==> config.mk <==
export PLATFORM = sky130hd
export DESIGN_NAME = pipe_ctrl
export DESIGN_NICKNAME = d
export VERILOG_FILES = /design/src/rtl/pipe_ctrl_pkg.sv /design/src/rtl/sat_counter.sv /design/src/rtl/pipe_ctrl.sv
export SDC_FILE = /design/constraint.sdc
export NUM_CORES = 1
export LEC_CHECK = 0
export ABC_AREA = 1
export BUFFER_PORTS_ARGS = -buffer_cell sky130_fd_sc_hd__buf_2
export CELL_PAD_IN_SITES_DETAIL_PLACEMENT = 0
export CELL_PAD_IN_SITES_GLOBAL_PLACEMENT = 1
export CORE_AREA = 8 8 88 90
export DETAILED_ROUTE_END_ITERATION = 10
export DIE_AREA = 0 0 96 98
export PLACE_DENSITY = 0.85
export SLEW_MARGIN = 10
export SYNTH_ARGS = -nofsm -noshare
export SYNTH_HDL_FRONTEND = slang
export SYNTH_SLANG_ARGS = --single-unit
==> constraint.sdc <==
create_clock -name clk -period 2.44 [get_ports clk]
set_clock_uncertainty 0.2 [all_clocks]
set_input_delay 0.732 -clock clk [delete_from_list [all_inputs] [get_ports clk]]
set_output_delay 0.732 -clock clk [all_outputs]
set_load 0.02 [all_outputs]
==> src/rtl/pipe_ctrl_pkg.sv <==
// rtl/pipe_ctrl_pkg.sv - shared types and constants for the pipeline sequencing controller
package pipe_ctrl_pkg;

  localparam int REG_AW_DEF = 5;

  localparam logic [1:0] ST_RUN    = 2'd0;
  localparam logic [1:0] ST_DRAIN  = 2'd1;
  localparam logic [1:0] ST_HALTED = 2'd2;

  typedef enum logic [1:0] {
    RUN    = ST_RUN,
    DRAIN  = ST_DRAIN,
    HALTED = ST_HALTED
  } state_e;

  // Bubble loaded into a stage register on flush; the stage registers use the same encoding.
  localparam logic [31:0] NOP_INSTR = 32'h0000_0000;

endpackage

==> src/rtl/sat_counter.sv <==
// rtl/sat_counter.sv - up counter that sticks at all-ones instead of wrapping
module sat_counter #(
  parameter int WIDTH = 8
) (
  input  logic             clk,
  input  logic             rst_n,
  input  logic             inc,
  output logic [WIDTH-1:0] count
);

  always_ff @(posedge clk or negedge rst_n) begin
    if (!rst_n) begin
      count <= '0;
    end else if (inc && (count != {WIDTH{1'b1}})) begin
      count <= count + WIDTH'(1);
    end
  end

endmodule

==> src/rtl/pipe_ctrl.sv <==
// rtl/pipe_ctrl.sv - stage enables, bubble flushes, valid tracking and drain-to-halt for the 5-stage pipe
module pipe_ctrl
  import pipe_ctrl_pkg::*;
#(
  parameter int REG_AW   = REG_AW_DEF,
  parameter int STALL_CW = 16,
  parameter int FLUSH_CW = 8
) (
  input  logic                clk,
  input  logic                rst_n,
  input  logic [REG_AW-1:0]   id_rs_addr,
  input  logic [REG_AW-1:0]   id_rt_addr,
  input  logic                id_uses_rs,
  input  logic                id_uses_rt,
  input  logic [REG_AW-1:0]   ex_rd_addr,
  input  logic                ex_mem_read,
  input  logic                ex_branch_taken,
  input  logic                mem_busy,
  input  logic                halt_req,
  output logic                pc_en,
  output logic                if_id_en,
  output logic                id_ex_en,
  output logic                ex_mem_en,
  output logic                mem_wb_en,
  output logic                if_id_flush,
  output logic                id_ex_flush,
  output logic                valid_id,
  output logic                valid_ex,
  output logic                valid_mem,
  output logic                valid_wb,
  output logic                halted,
  output logic [STALL_CW-1:0] stall_cycles,
  output logic [FLUSH_CW-1:0] flush_count
);

  state_e state, state_nxt;
  logic   rs_hit, rt_hit, load_use, redirect;
  logic   v_id_nxt, v_ex_nxt, v_mem_nxt, v_wb_nxt;

  assign rs_hit   = id_uses_rs && (id_rs_addr == ex_rd_addr);
  assign rt_hit   = id_uses_rt && (id_rt_addr == ex_rd_addr);
  assign load_use = valid_ex && ex_mem_read && (ex_rd_addr != '0) && (rs_hit || rt_hit) && valid_id;
  assign redirect = valid_ex && ex_branch_taken;

  always_comb begin
    pc_en       = 1'b1;
    if_id_en    = 1'b1;
    id_ex_en    = 1'b1;
    ex_mem_en   = 1'b1;
    mem_wb_en   = 1'b1;
    if_id_flush = 1'b0;
    id_ex_flush = 1'b0;
    if ((state == HALTED) || mem_busy) begin
      pc_en     = 1'b0;
      if_id_en  = 1'b0;
      id_ex_en  = 1'b0;
      ex_mem_en = 1'b0;
      mem_wb_en = 1'b0;
    end else if (redirect) begin
      if_id_flush = 1'b1;
      id_ex_flush = 1'b1;
    end else if (load_use) begin
      pc_en       = 1'b0;
      if_id_en    = 1'b0;
      id_ex_flush = 1'b1;
    end else if (state == DRAIN) begin
      // Let the ID instruction issue but stop fetching; PC keeps the resume address.
      pc_en       = 1'b0;
      if_id_flush = 1'b1;
    end
  end

  always_comb begin
    v_id_nxt  = valid_id;
    v_ex_nxt  = valid_ex;
    v_mem_nxt = valid_mem;
    v_wb_nxt  = valid_wb;
    if (!mem_busy) begin
      v_wb_nxt  = valid_mem;
      v_mem_nxt = valid_ex;
      v_ex_nxt  = valid_id && !load_use && !redirect;
      if (if_id_flush) begin
        v_id_nxt = 1'b0;
      end else if (if_id_en) begin
        v_id_nxt = pc_en && (state == RUN) && !redirect;
      end
    end
  end

  // Halting on the edge that empties the pipe keeps a full drain to four cycles.
  always_comb begin
    state_nxt = state;
    case (state)
      RUN:     if (halt_req && !mem_busy) state_nxt = DRAIN;
      DRAIN:   if (!halt_req) state_nxt = RUN;
               else if (!(v_id_nxt || v_ex_nxt || v_mem_nxt || v_wb_nxt)) state_nxt = HALTED;
      HALTED:  if (!halt_req) state_nxt = RUN;
      default: state_nxt = RUN;
    endcase
  end

  always_ff @(posedge clk or negedge rst_n) begin
    if (!rst_n) begin
      state     <= RUN;
      valid_id  <= 1'b0;
      valid_ex  <= 1'b0;
      valid_mem <= 1'b0;
      valid_wb  <= 1'b0;
    end else begin
      state     <= state_nxt;
      valid_id  <= v_id_nxt;
      valid_ex  <= v_ex_nxt;
      valid_mem <= v_mem_nxt;
      valid_wb  <= v_wb_nxt;
    end
  end

  assign halted = (state == HALTED);

  sat_counter #(.WIDTH(STALL_CW)) u_stall_cnt (
    .clk   (clk),
    .rst_n (rst_n),
    .inc   (!pc_en && (state != HALTED)),
    .count (stall_cycles)
  );

  sat_counter #(.WIDTH(FLUSH_CW)) u_flush_cnt (
    .clk   (clk),
    .rst_n (rst_n),
    .inc   (redirect && !mem_busy && (state != HALTED)),
    .count (flush_count)
  );

endmodule
# [Yosys cells after proc, flatten, opt, wreduce, memory -nomap -nowiden]
# Cells that the tools add are included.
[op_classes] add_sub_neg=2 n_eq_ne=10 muxes=26 n_reduce_logical=29
[ops] operator="1-bit two-way mux" count=21
[ops] operator="1-bit logical AND" count=17
[ops] operator="16-bit by 1-bit adder with 16-bit output (second input constant)" count=1
[ops] operator="16-bit inequality test (second input constant)" count=1
[ops] operator="5-bit equality test" count=2
[ops] operator="8-bit by 1-bit adder with 8-bit output (second input constant)" count=1
[ops] operator="2-bit two-way mux" count=4
[ops] operator="8-bit inequality test (second input constant)" count=1
[ops] operator="2-bit one-hot mux with 3 select lines" count=1
[ops] operator="1-bit logical OR" count=5
[ops] operator="5-bit nonzero test" count=1
[ops] operator="1-bit zero test" count=4
[ops] operator="2-bit inequality test (second input constant)" count=2
[ops] operator="3-bit inequality test (second input constant)" count=1
[ops] operator="3-bit AND reduction" count=1
[ops] operator="2-bit by 1-bit equality test with 1-bit output (second input constant)" count=1
[ops] operator="2-bit equality test (second input constant)" count=1
[ops] operator="2-bit zero test" count=1
[ops] operator="2-bit by 1-bit inequality test with 1-bit output (second input constant)" count=1
[word_totals] ff_bits=30 inputBits=23 output_inout_bits=36 word_cells=74

# [Depth between registers and ports, before layout]
[depth] ltp_word=19 mapped_depth=14 mapped_depth_nobuf=14

# [Modules after synthesis]
# From an unflattened synthesis, not the netlist that was laid out.
[hier_totals] cells_unflattened=325 hier_area_um2=2169.6
[by_module_without_submodules] module="sat_counter (u_stall_cnt)" instances=1 cells_per_inst=149 area_per_inst_um2=1058.5
[by_module_without_submodules] module="pipe_ctrl" instances=1 cells_per_inst=113 area_per_inst_um2=628.1
[by_module_without_submodules] module="sat_counter (u_flush_cnt)" instances=1 cells_per_inst=63 area_per_inst_um2=483.0

# [Least setup slack after synthesis]
# OpenSTA, ideal clock, no wires.
[synth_path] path_type="in2out" startpoint="input ex_rd_addr[3]" endpoint="output pc_en" t_arrival_ns=1.751 required_ns=1.508 path_slack_ns=-0.243 stages=12 path_cell_list="inv_2 > nand2_1 > nand2_1 > nor2_1 > nand3_1 > nand2_1 > nand3_2 > nand2_2 > nand2_4 > o21ai_4 > buf_4 > inv_2"
[synth_via] elab_chain_len=8 elab_cells_between_ends=12 classes_between="2 x eq/ne; 3 x mux; 7 x reduce/logical"
[synth_rtl] item="start, declared" line="pipe_ctrl.sv:15" text="input logic [REG_AW-1:0] ex_rd_addr,"
[synth_rtl] item="5-bit equality test, on equally long branches" line="pipe_ctrl.sv:40, pipe_ctrl.sv:41"
[synth_rtl] item="1-bit logical AND, on equally long branches" line="pipe_ctrl.sv:40, pipe_ctrl.sv:41"
[synth_rtl] item="1-bit logical OR" line="pipe_ctrl.sv:42" text="assign load_use = valid_ex && ex_mem_read && (ex_rd_addr != '0) && (rs_hit || rt_hit) && valid_id;"
[synth_rtl] item="1-bit logical AND (*) (2 in a row)" line="pipe_ctrl.sv:42"
[synth_rtl] item="1-bit two-way mux (*)" line="pipe_ctrl.sv:62" text="end else if (load_use) begin"
[synth_rtl] item="1-bit two-way mux (*)" line="pipe_ctrl.sv:59" text="end else if (redirect) begin"
[synth_rtl] item="1-bit two-way mux (*)" line="pipe_ctrl.sv:53" text="if ((state == HALTED) || mem_busy) begin"
[synth_rtl] item="end, declared" line="pipe_ctrl.sv:20" text="output logic pc_en,"
# Every way passes the cells marked *; elsewhere a longest branch is shown, timed or not.

# [Worst setup path in the final report]
[layout_path] startpoint="input ex_rd_addr[2]" endpoint="output pc_en"
# The elaborated chain is that of the path after synthesis.

==> run metrics <==
First DRT Iteration DRCs=93; largest net degree at the start of global routing=31; Clock power frac=19.4%; Final Net Count=368; Detailed Routing Iterations Pass 1=4; Cell Count, Final, Fillers Out=424; CTS Hold Buffers Added=0; Slew Viols, Final=0; Die Footprint=0.00941 sq mm; CTS tree=built; num rows=30; Max-Cap Viols=0; R2R setup slack=0.37 ns; CP bufs+invs=4; CP max-delay cell=buf_6; Internal Pwr Total=1.21 mW; Residual DRC=0; CTS max path bufs=2; largest cells by area after synthesis=dfrtp_1 38%, nand2_1 18%, nand4_1 6.7%; final hold violation count=0; post-place instance area=0.00241 sq mm; worst hold slack=0.290 ns; static leakage=1.43 nW; fraction of layout cells with a size suffix above 1=34.3%; clock sinks=30; CTS Buf Count=5; Pwr Total=2.15 mW; Relative slew margins=54.0%; GPL Wtd Cong=0.852; DR vias=1,973; Total Routed Length=5310 um; die width=96 um; CP peak stage delay=0.12 ns; FF-to-FF path depth=10; Post-synth EDFFs=0; maximum VDD drop=0.407 mV; Mapped Cells=273; synthesized area=0.00196 sq mm; logic gate share of total power=45.7%; final setup vio count=4; root buf cell=clkbuf_8; switching share of power=44.0%; kind of critical path=in -> out; Via-to-Cell Ratio=4.65; Final Cycle Share=109%; post-route setup slack=-0.217 ns; count leader, synth=nand2_1; clock transition at the registers of the reported paths=0.07 ns; I/O pins=59; Flop pwr share=34.9%; post-synth net total=298; failing checks=negative setup slack; ys flop type=dfrtp_1; clk_lat worst skew=0.28 ns; routed length per instance=12.5 um; area of the multi-input gates=0.00109 sq mm; Netlist cell types=28; H-tree depth=2; measured slew at the worst slew-check pin=0.689 ns; RSZ-0062 raised after global routing=yes; Diodes inserted=0; Achievable Freq=376 MHz; Yosys top cell area share=38.3%; fin crit period=2.66 ns; Async SR Flop Fraction=100%; Critical Path, Cell by Cell=buf_8, inv_8, nand2_2, nand2_1, nor2_1, nand3_1, nand2_2, nand3_4, nand2_4, nand2_4, o21ai_4, inv_6, buf_6; status=finished, violations left; CP Max Fanout=3; dpl ws=-0.343 ns; design area=0.00268 sq mm; register area=751 sq um; commonest cells in the netlist=95 x nand2_1, 30 x dfrtp_1, 25 x inv_1, 23 x nor2_1, 21 x nand4_1; post-synthesis sequential area ratio=38.3%; Die H=98 um; core footprint=0.00649 sq mm; antenna violations before repair=0; #FFs+latches synth=30; Area growth syn-to-layout=36.8%; reg2reg end=u_stall_cnt.count[0]$_DFFE_PN0P_; pwr dens=803 mW/mm^2; mean area per synthesized cell=7.18 sq um; dpl cells=414; total grt overflow=0; CP top delay family=simple AND/OR/NAND/NOR gates; Starting Density=30.2%; RR Startpoint=state[0]$_DFFE_PN0P_; switching power=0.948 mW; Setup crit end kind=output pin; worst min path class=in -> async; Synth area leader=dfrtp_1; port bufs=58; CP arrival=1.72 ns; number of nets still failing antenna checks after routing=0; dpl hpwl=4120 um; global-route wire length before repair=9260 um; GRT Util Overall=12.1%; number of global-route vias before repair=1,994; WP data required=1.51 ns; startpoint types=primary input; Filler cells=678; Synth Warn #=0
==> timing repair <==
action                                  CTS  global route
pin swaps                                14            12
resized for setup                        26            22
setup buffers                             1             1
endpoints found under the hold margin     0             0
endpoints found under the setup margin    4            19
==> worst reg2reg max path, delay by kind of cell (launching register included) <==
family / cells / cell delay (ns)
simple gates: 7 / 0.82
compound gates: 1 / 0.09
buf+inv: 2 / 0.43
flops: 1 / 0.42
==> worst max path at each step <==
stage	slack [ns]	depth (start not counted)	endpoint	startpoint
3_5_place_dp	-0.34	13	pc_en	ex_rd_addr[2]
2_1_floorplan	-0.20	12	pc_en	id_rt_addr[2]
5_1_grt	-0.33	13	pc_en	ex_rd_addr[3]
6_report	-0.22	13	pc_en	ex_rd_addr[2]
3_3_place_gp	-0.33	13	pc_en	ex_rd_addr[2]
4_1_cts	-0.25	13	pc_en	ex_rd_addr[2]
==> metal layers <==
layer	GRT usage, %	wire [um]	share of wire [%]
met5	0	0	0
met4	4.26	86	1.6
met3	2.23	231	4.3
met2	20.4	2630	50
met1	14.7	2360	44
==> layout make-up <==
class,instances,share of cell area [%]
multi-input combinational,201,40.5
sequential,30,28.0
timing repair buffer,69,18.1
inverter,36,6.25
tap,80,3.73
clock buffer,7,3.22
clock inverter,1,0.187
==> metrics by stage <==
stage          util (%)  setup TNS, ns
2_1_floorplan         -         -0.293
3_3_place_gp       37.1          -3.86
3_5_place_dp       37.1          -4.21
4_1_cts            40.1         -0.752
5_1_grt            41.3         -0.985
6_report           41.3         -0.570
==> sequential cells by signal, summed over array words and instances (netlist names) <==
signal             cells
valid_ex               1
u_flush_cnt.count      8
valid_wb               1
state                  2
valid_id               1
u_stall_cnt.count     16
valid_mem              1
==> power groups by stage <==
stage | logic [mW] | registers (mW) | clock network (mW)
final | 0.985 | 0.752 | 0.418
after floorplan | 0.544 | 0.851 | 0
after global routing | 1.11 | 0.773 | 0.455
after detailed placement | 0.937 | 0.758 | 0
after CTS | 0.975 | 0.753 | 0.434
after global placement | 0.927 | 0.756 | 0
==> cells by family (layout without fill, tap and decap cells) <==
group	Yosys count	in the layout	synth area share, %
adders and majority gates	2	2	1.28
AOI/OAI and AO/OA	9	9	3.13
and+or+nand+nor	170	170	39.4
xor gates and xnor gates	20	20	8.93
buffers and inverters	42	113	9.00
DFF	30	30	38.3
==> layout by cell type (no fill, tap or decap) <==
| master | instances |
|---|---|
| nor3_2 | 1 |
| xnor2_1 | 6 |
| nand2_4 | 2 |
| dfrtp_1 | 30 |
| nand2_2 | 12 |
| nand3_4 | 2 |
| nor2_2 | 4 |
| inv_8 | 3 |
| a21boi_1 | 1 |
| clkbuf_1 | 1 |
| clkbuf_8 | 6 |
| inv_2 | 12 |
| buf_4 | 12 |
| a22oi_2 | 1 |
| nand4_1 | 21 |
| nand2_1 | 83 |
| inv_6 | 1 |
| buf_8 | 4 |
| ha_1 | 2 |
| inv_1 | 18 |
| nor2_1 | 21 |
| nor3_1 | 5 |
| o21ai_1 | 2 |
| o21ai_0 | 2 |
| nor4_1 | 3 |
| xor2_1 | 14 |
| nand3_1 | 15 |
| nor2_4 | 1 |
| a21oi_1 | 2 |
| inv_4 | 2 |
| buf_2 | 43 |
| clkinv_2 | 1 |
| buf_12 | 1 |
| o21ai_4 | 1 |
| buf_6 | 9 |
(Power assumes the default switching activity.)
